[config.mk]
export PLATFORM = sky130hd
export DESIGN_NAME = tt_serial_reporter
export DESIGN_NICKNAME = d
export VERILOG_FILES = /design/src/rtl/tt_serial_pkg.sv /design/src/rtl/tt_serial_fifo.sv /design/src/rtl/tt_serial_reporter.sv
export SDC_FILE = /design/constraint.sdc
export NUM_CORES = 1
export LEC_CHECK = 0
export BUFFER_PORTS_ARGS = -buffer_cell sky130_fd_sc_hd__buf_2
export CAP_MARGIN = 20
export CORE_MARGIN = 2
export CORE_UTILIZATION = 46
export DETAILED_ROUTE_END_ITERATION = 12
export GPL_TIMING_DRIVEN = 0
export PLACE_DENSITY = 0.63
export SYNTH_ARGS = -nofsm -noshare
export SYNTH_HDL_FRONTEND = slang
export SYNTH_SLANG_ARGS = --single-unit
[constraint.sdc]
create_clock -name clk -period 4.86 [get_ports clk]
set_clock_uncertainty 0.2 [all_clocks]
set_input_delay 0 -clock clk [delete_from_list [all_inputs] [get_ports clk]]
set_output_delay 0 -clock clk [all_outputs]
set_load 0.1 [all_outputs]
[src/rtl/tt_serial_pkg.sv]
// Shared definitions for the tt_serial_reporter output path: FSM state
// encoding, frame length constants and the parity helper.
// Optional feature macro: TT_SERIAL_PARITY_EN (adds an even-parity bit).
package tt_serial_pkg;

    typedef enum logic [2:0] {
        ST_IDLE   = 3'd0,
        ST_START  = 3'd1,
        ST_DATA   = 3'd2,
        ST_PARITY = 3'd3,
        ST_STOP   = 3'd4
    } tx_state_e;

    localparam int FRAME_BITS_8N1 = 10;
    localparam int FRAME_BITS_8E1 = 11;

`ifdef TT_SERIAL_PARITY_EN
    localparam int FRAME_BITS = FRAME_BITS_8E1;
`else
    localparam int FRAME_BITS = FRAME_BITS_8N1;
`endif

    // Even parity: the parity bit makes the total count of ones even.
    function automatic logic even_parity(input logic [7:0] b);
        return ^b;
    endfunction

endpackage

[src/rtl/tt_serial_fifo.sv]
// Small synchronous byte FIFO. Pointers carry one extra wrap bit so that
// full and empty are told apart by the MSB compare; level is the pointer
// difference. Pushes while full and pops while empty are ignored.
module tt_serial_fifo #(
    parameter int DEPTH = 4
) (
    input  logic                     clk,
    input  logic                     rst_n,
    input  logic                     push,
    input  logic [7:0]               din,
    input  logic                     pop,
    output logic [7:0]               dout,
    output logic                     full,
    output logic                     empty,
    output logic [$clog2(DEPTH):0]   level
);
    import tt_serial_pkg::*;

    localparam int AW = $clog2(DEPTH);

    logic [AW:0] wr_ptr_q, wr_ptr_d;
    logic [AW:0] rd_ptr_q, rd_ptr_d;
    logic [7:0]  mem_q [DEPTH];

    assign empty = (wr_ptr_q == rd_ptr_q);
    assign full  = (wr_ptr_q[AW] != rd_ptr_q[AW]) &&
                   (wr_ptr_q[AW-1:0] == rd_ptr_q[AW-1:0]);
    assign level = wr_ptr_q - rd_ptr_q;
    assign dout  = mem_q[rd_ptr_q[AW-1:0]];

    // Advance pointers on accepted push/pop; they wrap naturally.
    always_comb begin
        wr_ptr_d = wr_ptr_q;
        rd_ptr_d = rd_ptr_q;
        if (push && !full) begin
            wr_ptr_d = wr_ptr_q + 1'b1;
        end
        if (pop && !empty) begin
            rd_ptr_d = rd_ptr_q + 1'b1;
        end
    end

    // Pointer registers, cleared by the asynchronous reset.
    always_ff @(posedge clk or negedge rst_n) begin
        if (!rst_n) begin
            wr_ptr_q <= '0;
            rd_ptr_q <= '0;
        end else begin
            wr_ptr_q <= wr_ptr_d;
            rd_ptr_q <= rd_ptr_d;
        end
    end

    // Storage needs no reset; only slots between the pointers are ever read.
    always_ff @(posedge clk) begin
        if (push && !full) begin
            mem_q[wr_ptr_q[AW-1:0]] <= din;
        end
    end

endmodule

[src/rtl/tt_serial_reporter.sv]
// Serial result reporter: bytes arrive on a valid/ready port, are buffered
// in tt_serial_fifo and leave on tx as UART-style frames (start, 8 data bits
// LSB first, optional even parity, stop). tx is registered and idles high.
// Optional feature macro: TT_SERIAL_PARITY_EN.
//
// Handshake: a byte moves on a rising clk edge where data_valid and
// data_ready are both high. data_ready depends only on ena, rst_n and the
// registered FIFO full flag, never on data_valid; a producer may hold
// data_valid until it sees data_ready. Valid while full drops the byte and
// sets the sticky overflow flag.
module tt_serial_reporter #(
    parameter int CLK_DIV    = 4,
    parameter int FIFO_DEPTH = 4
) (
    input  logic                          clk,
    input  logic                          rst_n,
    input  logic                          ena,
    input  logic [7:0]                    data_in,
    input  logic                          data_valid,
    output logic                          data_ready,
    output logic                          tx,
    output logic                          busy,
    output logic                          overflow,
    output logic [$clog2(FIFO_DEPTH):0]   fifo_level
);
    import tt_serial_pkg::*;

    localparam int DW = (CLK_DIV > 2) ? $clog2(CLK_DIV) : 1;
    localparam logic [DW-1:0] DIV_LOAD = DW'(CLK_DIV - 1);

    tx_state_e      state_q, state_d;
    logic [DW-1:0]  div_cnt_q, div_cnt_d;
    logic [2:0]     bit_cnt_q, bit_cnt_d;
    logic [7:0]     shift_q, shift_d;
    logic           tx_q, tx_d;
    logic           overflow_q, overflow_d;
`ifdef TT_SERIAL_PARITY_EN
    logic           parity_q, parity_d;
`endif

    logic           fifo_full, fifo_empty;
    logic [7:0]     fifo_dout;
    logic           push, pop;
    logic           div_done;
    logic           start_frame;

    // Ready is held low during reset so nothing is accepted before release.
    assign data_ready = rst_n & ena & ~fifo_full;
    assign push       = data_valid & data_ready;
    assign div_done   = (div_cnt_q == '0);

    tt_serial_fifo #(
        .DEPTH (FIFO_DEPTH)
    ) u_fifo (
        .clk   (clk),
        .rst_n (rst_n),
        .push  (push),
        .din   (data_in),
        .pop   (pop),
        .dout  (fifo_dout),
        .full  (fifo_full),
        .empty (fifo_empty),
        .level (fifo_level)
    );

    // Frame sequencer: next state, bit timing, pop decision and next tx level.
    always_comb begin
        state_d     = state_q;
        div_cnt_d   = div_cnt_q;
        bit_cnt_d   = bit_cnt_q;
        shift_d     = shift_q;
        start_frame = 1'b0;
`ifdef TT_SERIAL_PARITY_EN
        parity_d    = parity_q;
`endif

        if (state_q != ST_IDLE) begin
            div_cnt_d = div_done ? DIV_LOAD : div_cnt_q - DW'(1);
        end

        case (state_q)
            ST_IDLE: begin
                start_frame = ena && !fifo_empty;
            end
            ST_START: begin
                if (div_done) begin
                    state_d = ST_DATA;
                end
            end
            ST_DATA: begin
                if (div_done) begin
                    if (bit_cnt_q == 3'd7) begin
`ifdef TT_SERIAL_PARITY_EN
                        state_d = ST_PARITY;
`else
                        state_d = ST_STOP;
`endif
                    end else begin
                        bit_cnt_d = bit_cnt_q + 3'd1;
                        shift_d   = {1'b0, shift_q[7:1]};
                    end
                end
            end
            ST_PARITY: begin
                if (div_done) begin
                    state_d = ST_STOP;
                end
            end
            ST_STOP: begin
                if (div_done) begin
                    // Back-to-back frames: restart immediately when work waits.
                    if (ena && !fifo_empty) begin
                        start_frame = 1'b1;
                    end else begin
                        state_d = ST_IDLE;
                    end
                end
            end
            default: begin
                state_d = ST_IDLE;
            end
        endcase

        if (start_frame) begin
            state_d   = ST_START;
            shift_d   = fifo_dout;
            bit_cnt_d = 3'd0;
            div_cnt_d = DIV_LOAD;
`ifdef TT_SERIAL_PARITY_EN
            parity_d  = even_parity(fifo_dout);
`endif
        end
        pop = start_frame;

        // tx is registered, so it reflects the state being entered.
        case (state_d)
            ST_START:  tx_d = 1'b0;
            ST_DATA:   tx_d = shift_d[0];
`ifdef TT_SERIAL_PARITY_EN
            ST_PARITY: tx_d = parity_d;
`endif
            default:   tx_d = 1'b1;
        endcase

        overflow_d = overflow_q | (data_valid & ena & fifo_full);
    end

    // Sequencer and flag registers; reset abandons any frame, tx goes high.
    always_ff @(posedge clk or negedge rst_n) begin
        if (!rst_n) begin
            state_q    <= ST_IDLE;
            div_cnt_q  <= '0;
            bit_cnt_q  <= '0;
            shift_q    <= '0;
            tx_q       <= 1'b1;
            overflow_q <= 1'b0;
`ifdef TT_SERIAL_PARITY_EN
            parity_q   <= 1'b0;
`endif
        end else begin
            state_q    <= state_d;
            div_cnt_q  <= div_cnt_d;
            bit_cnt_q  <= bit_cnt_d;
            shift_q    <= shift_d;
            tx_q       <= tx_d;
            overflow_q <= overflow_d;
`ifdef TT_SERIAL_PARITY_EN
            parity_q   <= parity_d;
`endif
        end
    end

    assign tx       = tx_q;
    assign overflow = overflow_q;
    assign busy     = (state_q != ST_IDLE) | ~fifo_empty;

endmodule
==> metrics.cfg, run 1 <==
[drt]
ant_nets = 0
viasPerCell = 5.14
drtIter0Drc = 66
dr.pass1.iters = 4
vias = 1366
drcViolationCount = 0
wl_per_cell_um = 15.4
drt_wl_total_um = 4090

[die]
ios = 19
die_w_um = 76.7
chipHeight_um = 76.7
die_area_mm2 = 0.00588
core_mm2 = 0.00511
rows = 26
initial_core_util_pct = 47.6

[finish]
most-common-layout-cells = edfxtp_1, dfrtp_1, buf_2, dlygate4sd3_1, nor2_1
layout.cells.non_filler = 266
drive_gt1_share_pct = 25.0
final_common_cell = edfxtp_1
syn2layout_area_growth_pct = 16.2
antenna_cells = 0
final_core_util_pct = 55.3
fillers = 434
finalNetCount = 218

[timing]
timing.fmax_mhz = 365
rsz0062_at_grt = false
drv_slew = 0
slew_headroom_pct = 61.8
setup_viol = 0
tns_ns = 0
min_period_ns = 2.74
whs_ns = 0.0142
worst_pin_slew_ns = 0.572
post-route-period-util_pct = 56.4
finalHoldViolations = 0

[hold_path]
min_path_type = input pin to async pin

[worst_setup_path]
cp_data_arrival_time_ns = 2.50
path_max_fanout = 9
cp_slowest_cell = clkbuf_1
end_kind = flip-flop
cp_slowest_stage_delay_ns = 0.44
crit_type = flip-flop to flip-flop
critPathRequiredTime_ns = 4.62
cp_cell_sequence = clkbuf_1, inv_1, ha_1, nand2_1, o2111a_2, and2_1
startpoint_type = flip-flop

[synth]
syn_area_per_cell_um2 = 15.4
ys_seq_area_share_pct = 64.3
synth_cell_type_count = 36
synth_seq_cells = 56
synthesis.nets = 181
synthFlopType = edfxtp_1
yosysWarnings = 0
netlist_area_mm2 = 0.00243
synth_edf_count = 32
async_reset_ff_share_pct = 42.9
syn_inst = 158

[clocking]
clock_sinks = 56
clk_latency_ns = 0.31
cts.clk_slew.worst_paths_ns = 0.10
clockRootBuffer = clkbuf_8
cts_tree = built
cts_buffers = 5
cts_max_level = 2
cts.path.max_buffers = 2

[run]
cap_violations = 0

[grt]
grt_pass1_vias = 1454
antenna_found_initial = 0
track_usage_pct = 15.3
grt_max_degree = 27
grt.overflow.total = 0
grt_pass1_wl_um = 6960

[placed_design]
portBuffers = 18
dp.cells = 246
place_congestion = 0.769
place_hpwl_um = 2840

[run_status]
status = finished, final reports clean

-- state kept, by name (all words and copies together), names as in the netlist --
signal	cells
u_fifo.rd_ptr_q	3
tx	1
state_q	3
shift_q	8
overflow	1
bit_cnt_q	3
u_fifo.wr_ptr_q	3
u_fifo.mem_q	32
div_cnt_q	2
-- layout make-up --
cell class / count / area, µm² / share of cell area (%)
flip-flops and latches: 56 / 1560 / 55.4
multi-input cells: 91 / 807 / 28.6
repair buffers: 30 / 210 / 7.45
well taps: 70 / 87.6 / 3.10
clock buffers: 5 / 68.8 / 2.44
plain buffers: 4 / 33.8 / 1.20
clock inverters: 3 / 26.3 / 0.931
inverters: 7 / 26.3 / 0.931
-- final timing paths --
| path | start | end | slack [ns] | cells past startpoint |
|---|---|---|---|---|
| max | u_fifo.rd_ptr_q[1]$_DFFE_PN0P_ | u_fifo.mem_q[0][4]$_DFFE_PP_ | 2.12 | 6 |
| min | rst_n | div_cnt_q[0]$_DFFE_PN0P_ | 0.01 | 2 |
| max reg2reg | u_fifo.rd_ptr_q[1]$_DFFE_PN0P_ | u_fifo.mem_q[0][4]$_DFFE_PP_ | 2.12 | 6 |
| min reg2reg | shift_q[1]$_DFFE_PN0P_ | shift_q[1]$_DFFE_PN0P_ | 0.29 | 1 |
| max in group asynchronous | rst_n | u_fifo.rd_ptr_q[0]$_DFFE_PN0P_ | 4.07 | 2 |
| min in group clk | data_in[7] | u_fifo.mem_q[2][7]$_DFFE_PP_ | 0.24 | 2 |
-- metal layers --
metal  up-vias  wire, µm  global-route usage [%]  share of wire (%)
li1        664         -                       -                  -
met1       675      1790                    19.4                 44
met2        22      2140                    26.2                 52
met3         5       114                    2.82                2.8
met4         0        40                    5.45               0.98
met5         -         0                       0                  0
-- worst max-delay path: cells and delay by family (launching register included) --
family / cells / cell delay, ns
adder cells (fa/ha/maj): 1 / 0.34
AND/OR/NAND/NOR: 2 / 0.58
flip-flops: 1 / 0.42
buffers and inverters: 2 / 0.56
AO/OA/AOI/OAI: 1 / 0.29
-- cells by family (layout without fill, tap and decap cells) --
group,count (synthesis),after routing,share of synthesized area [%]
xor+xnor,8,8,2.88
mux,11,11,8.70
simple gates,32,32,6.23
fa+ha+maj,11,11,5.97
compound gates,29,29,9.42
buf+inv,11,49,2.47
flops,56,56,64.3
-- metrics by stage --
stage | cell area [µm²] | setup slack, ns
2_1_floorplan | 2430 | 2.07
3_3_place_gp | 2610 | 2.13
3_5_place_dp | 2610 | 2.09
4_1_cts | 2820 | 2.07
5_1_grt | 2820 | 1.92
6_report | 2820 | 2.12
-- cell usage after synthesis, drive strengths merged, types with 5 or more instances --
cell type | count | area [µm²]
a21o | 6 | 45.0
a22o | 6 | 57.6
and2 | 5 | 33.8
dfrtp | 23 | 576
edfxtp | 32 | 961
ha | 10 | 125
inv | 7 | 26.3
mux4 | 8 | 180
nand2 | 10 | 37.5
nor2 | 11 | 41.3
o21ai | 7 | 35.0
xnor2 | 6 | 52.6
-- what timing repair did --
action,in CTS,in global routing
hold buffers,12,0
setup buffers,0,0
setup endpoints to repair,0,0
endpoints found under the hold margin,61,0
resized for setup,0,0
Power of run 1 is not shown: default switching activity piles up to over one toggle a cycle in this logic, so the estimate is an artifact.
==> run 2: changes to the inputs <==
==> constraint.sdc (replaced) <==
create_clock -name clk -period 2.65 [get_ports clk]
set_clock_uncertainty 0.2 [all_clocks]
set_input_delay 0 -clock clk [delete_from_list [all_inputs] [get_ports clk]]
set_output_delay 0 -clock clk [all_outputs]
set_load 0.1 [all_outputs]
==> run 2 against run 1 <==
  * First-iteration DRC count decreased by 12%
  * Fmax increased by 11%
  * Non-clock buffer count unchanged
  * Routed wire length decreased by 3.3%
  * Via count decreased by 1.2%
  * Critical endpoint is now overflow$_DFF_PN0_
  * Highest routed layer unchanged
==> metrics.cfg, run 2 (synthesis results as in run 1) <==
[worst_setup_path]
startpoint_type = flip-flop
crit_type = flip-flop to flip-flop
end_kind = flip-flop
critPathRequiredTime_ns = 2.65
cp_data_arrival_time_ns = 2.48
path_max_fanout = 9

[clocking]
cts_buffers = 5
clk_latency_ns = 0.31
cts.path.max_buffers = 2
clock_sinks = 56
cts.clk_slew.worst_paths_ns = 0.10
cts_max_level = 2
cts_tree = built
clockRootBuffer = clkbuf_8

[placed_design]
portBuffers = 18
place_hpwl_um = 2750
pre_cts_ws_ns = -0.107
place_congestion = 0.786
dpl_cell_area_mm2 = 0.00262

[drt]
drt_wl_total_um = 3950
wl_per_cell_um = 14.9
ant_nets = 0
viasPerCell = 5.07
dr.pass1.iters = 4
drtIter0Drc = 58
vias = 1349
drcViolationCount = 0

[die]
chipHeight_um = 76.7
core_mm2 = 0.00511
die_area_mm2 = 0.00588
rows = 26
die_w_um = 76.7
ios = 19
initial_core_util_pct = 47.6

[finish]
syn2layout_area_growth_pct = 16.9
fin_area_mm2 = 0.00284
drive_gt1_share_pct = 28.1
final_common_cell = edfxtp_1
finalNetCount = 218
antenna_cells = 0
final_core_util_pct = 55.6
most-common-layout-cells = edfxtp_1, dfrtp_1, buf_2, dlygate4sd3_1
largest_reg_flops = 32

[timing]
timing.fmax_mhz = 403
finalHoldViolations = 0
setup_viol = 0
worst_slack_ns = 0.171
worst_pin_slew_ns = 0.577
whs_ns = 0.00429
slew_headroom_pct = 61.5
rsz0062_at_grt = false
post-route-period-util_pct = 93.6
drv_slew = 0
min_period_ns = 2.48

[grt]
grt_pass1_vias = 1375
grt.overflow.total = 0
grt_max_degree = 27
antenna_found_initial = 0
track_usage_pct = 14.4
grt_pass1_wl_um = 6480

[run]
cap_violations = 0

[run_status]
status = finished, final reports clean

[hold_path]
min_path_type = input pin to async pin

## run 2: path summary, 6_finish.rpt
check	start	endpoint	slack [ns]	depth (start not counted)
setup / recovery	u_fifo.rd_ptr_q[1]$_DFFE_PN0P_	overflow$_DFF_PN0_	0.17	7
hold / removal	rst_n	overflow$_DFF_PN0_	0.004	2
setup reg to reg	u_fifo.rd_ptr_q[1]$_DFFE_PN0P_	overflow$_DFF_PN0_	0.17	7
min in group clk	data_in[0]	u_fifo.mem_q[3][0]$_DFFE_PP_	0.23	2
max in group asynchronous	rst_n	tx$_DFF_PN1_	1.86	2
hold reg to reg	shift_q[1]$_DFFE_PN0P_	shift_q[1]$_DFFE_PN0P_	0.29	1
## run 2: metal layers
metal / global-route usage, % / vias up / wire length (µm)
met5: 0 / - / 0
met3: 3.53 / 5 / 92
met1: 18.4 / 670 / 1810
met2: 24.3 / 14 / 2010
met4: 4.73 / 0 / 38
li1: - / 660 / -
## run 2: area by class of cell
| type | instances | area (µm²) |
|---|---|---|
| inverters | 7 | 26.3 |
| flip-flops and latches | 56 | 1560 |
| multi-input cells | 91 | 821 |
| clock inverters | 3 | 28.8 |
| clock buffers | 5 | 68.8 |
| well taps | 70 | 87.6 |
| fillers | 448 | 2270 |
| repair buffers | 30 | 210 |
| plain buffers | 4 | 35.0 |
## run 2: timing repair
item / CTS / global route
buffers inserted: 0 / 0
endpoints found under the hold margin: 60 / 0
cloned: 0 / 0
hold buffers: 12 / 0
resized for setup: 1 / 3
endpoints found under the setup margin: 25 / 24
## run 2: worst max-delay path: stages, from the launching register on
cell,delay [ns]
dfrtp_1,0.41
clkbuf_2,0.28
inv_1,0.09
ha_1,0.33
nand2_1,0.15
nor2_1,0.08
a31o_2,0.27
dlygate4sd3_1,0.56
## run 2: metrics by stage
stage,setup TNS (ns),std cells
floorplan,0,158
global placement,-2.29,246
detailed placement,-2.09,246
CTS,0,266
global route,0,266
finish,0,266
Power of run 2 is left out for the same reason.
==> run 3: changes to the inputs <==
--- a/config.mk
+++ b/config.mk
@@ -12,6 +12,7 @@
 export DETAILED_ROUTE_END_ITERATION = 12
 export GPL_TIMING_DRIVEN = 0
 export PLACE_DENSITY = 0.63
+export REMOVE_ABC_BUFFERS = 1
 export SYNTH_ARGS = -nofsm -noshare
 export SYNTH_HDL_FRONTEND = slang
 export SYNTH_SLANG_ARGS = --single-unit
==> constraint.sdc (replaced) <==
create_clock -name clk -period 3 [get_ports clk]
set_clock_uncertainty 0.2 [all_clocks]
set_input_delay 0 -clock clk [delete_from_list [all_inputs] [get_ports clk]]
set_output_delay 0 -clock clk [all_outputs]
set_load 0.1 [all_outputs]
==> run 3 against run 2 <==
  * Routed wire length up 1.8%
  * Flip-flop and latch count stayed put
  * Non-clock buffer count fell by 4
  * First-iteration DRC count shrank 29%
  * Critical endpoint is now u_fifo.mem_q[2][6]$_DFFE_PP_
  * Highest routed layer unchanged
==> metrics.cfg, run 3 (synthesis results as in run 1) <==
[run_status]
status = finished, final reports clean

[clocking]
cts.repair.resized = 0
cts.clk_slew.worst_paths_ns = 0.09
clock_sinks = 56
clk_latency_ns = 0.30
cts_tree = built
cts_max_level = 2
clockRootBuffer = clkbuf_8
cts.path.max_buffers = 2
cts_buffers = 5

[finish]
most-common-layout-cells = edfxtp_1, dfrtp_1, buf_2, dlygate4sd3_1, nor2_1
largest_reg_flops = 32
syn2layout_area_growth_pct = 15.7
antenna_cells = 0
final_common_cell = edfxtp_1
layout.cells.non_filler = 262
drive_gt1_share_pct = 24.0
finalNetCount = 214
final_core_util_pct = 55.0

[drt]
dr.pass1.iters = 4
vias = 1353
drt_wl_total_um = 4030
wl_per_cell_um = 15.4
viasPerCell = 5.16
drcViolationCount = 0
drtIter0Drc = 41
ant_nets = 0

[placed_design]
dp.cells = 242
portBuffers = 18
place_hpwl_um = 2840
place_congestion = 0.737

[timing]
post-route-period-util_pct = 85.3
min_period_ns = 2.56
slew_headroom_pct = 44.7
timing.fmax_mhz = 391
finalHoldViolations = 0
rsz0062_at_grt = false
setup_viol = 0
drv_slew = 0
worst_pin_slew_ns = 0.826
tns_ns = 0

[worst_setup_path]
path_max_fanout = 11
crit_type = flip-flop to flip-flop
critPathRequiredTime_ns = 2.76
end_kind = flip-flop
cp_data_arrival_time_ns = 2.32
r2r_setup_slack_ns = 0.44
startpoint_type = flip-flop

[die]
chipHeight_um = 76.7
die_w_um = 76.7
ios = 19
initial_core_util_pct = 47.6
rows = 26
core_mm2 = 0.00511
die_area_mm2 = 0.00588

[hold_path]
min_path_type = input pin to async pin

[grt]
grt_pass1_wl_um = 6740
antenna_found_initial = 0
grt_pass1_vias = 1406
grt_max_degree = 27
track_usage_pct = 14.9
grt.overflow.total = 0

[run]
cap_violations = 0

## run 3: cell types whose count changed in the layout (fill, tap and decap cells not counted), moves of 2 or more
cell / previous run / this run
and2_2: 3 / 0
clkinv_4: 0 / 2
and2_1: 1 / 4
buf_6: 2 / 0
inv_6: 2 / 0
## run 3: layout make-up
| type | instances | area [µm²] |
|---|---|---|
| Clock inverter | 3 | 47.5 |
| Clock buffer | 5 | 68.8 |
| Fill cell | 437 | 2300 |
| Sequential cell | 56 | 1560 |
| Multi-Input combinational cell | 91 | 807 |
| Timing Repair Buffer | 30 | 210 |
| Inverter | 7 | 26.3 |
| Tap cell | 70 | 87.6 |
## run 3: worst paths after layout
path | from | endpoint | cells after the start
max in group asynchronous | rst_n | tx$_DFF_PN1_ | 2
min in group clk | data_in[4] | u_fifo.mem_q[2][4]$_DFFE_PP_ | 2
setup / recovery | u_fifo.rd_ptr_q[0]$_DFFE_PN0P_ | u_fifo.mem_q[2][6]$_DFFE_PP_ | 4
hold reg to reg | shift_q[4]$_DFFE_PN0P_ | shift_q[4]$_DFFE_PN0P_ | 1
setup reg to reg | u_fifo.rd_ptr_q[0]$_DFFE_PN0P_ | u_fifo.mem_q[2][6]$_DFFE_PP_ | 4
hold / removal | rst_n | u_fifo.wr_ptr_q[2]$_DFFE_PN0P_ | 2
## run 3: per-layer routing
metal / track usage [%] / vias to the layer above / wire length [µm]
met3: 3.88 / 6 / 97
met2: 26.1 / 16 / 2150
met1: 18.0 / 680 / 1720
li1: - / 651 / -
met4: 4.91 / 0 / 53
met5: 0 / - / 0
## run 3: repair_timing
action                    in CTS  in global routing
setup buffers                  0                  0
hold endpoints to repair      60                  0
hold buffers                  12                  0
## run 3: stage by stage
stage | hold WS (ns) | instance area, µm² | setup slack (ns)
finish | 0.0182 | 2810 | 0.441
global placement | -0.186 | 2570 | 0.419
CTS | 0.0240 | 2810 | 0.362
floorplan | -0.496 | 2400 | 0.00835
detailed placement | -0.172 | 2570 | 0.391
global route | 0.0623 | 2810 | 0.218
## run 3: worst max-delay path, cell delays in order, from the launching register on
cell,delay (ns)
dfrtp_1,0.77
ha_1,0.38
nand2_1,0.16
o2111a_2,0.28
and2_1,0.42
Power of run 3 is left out for the same reason.
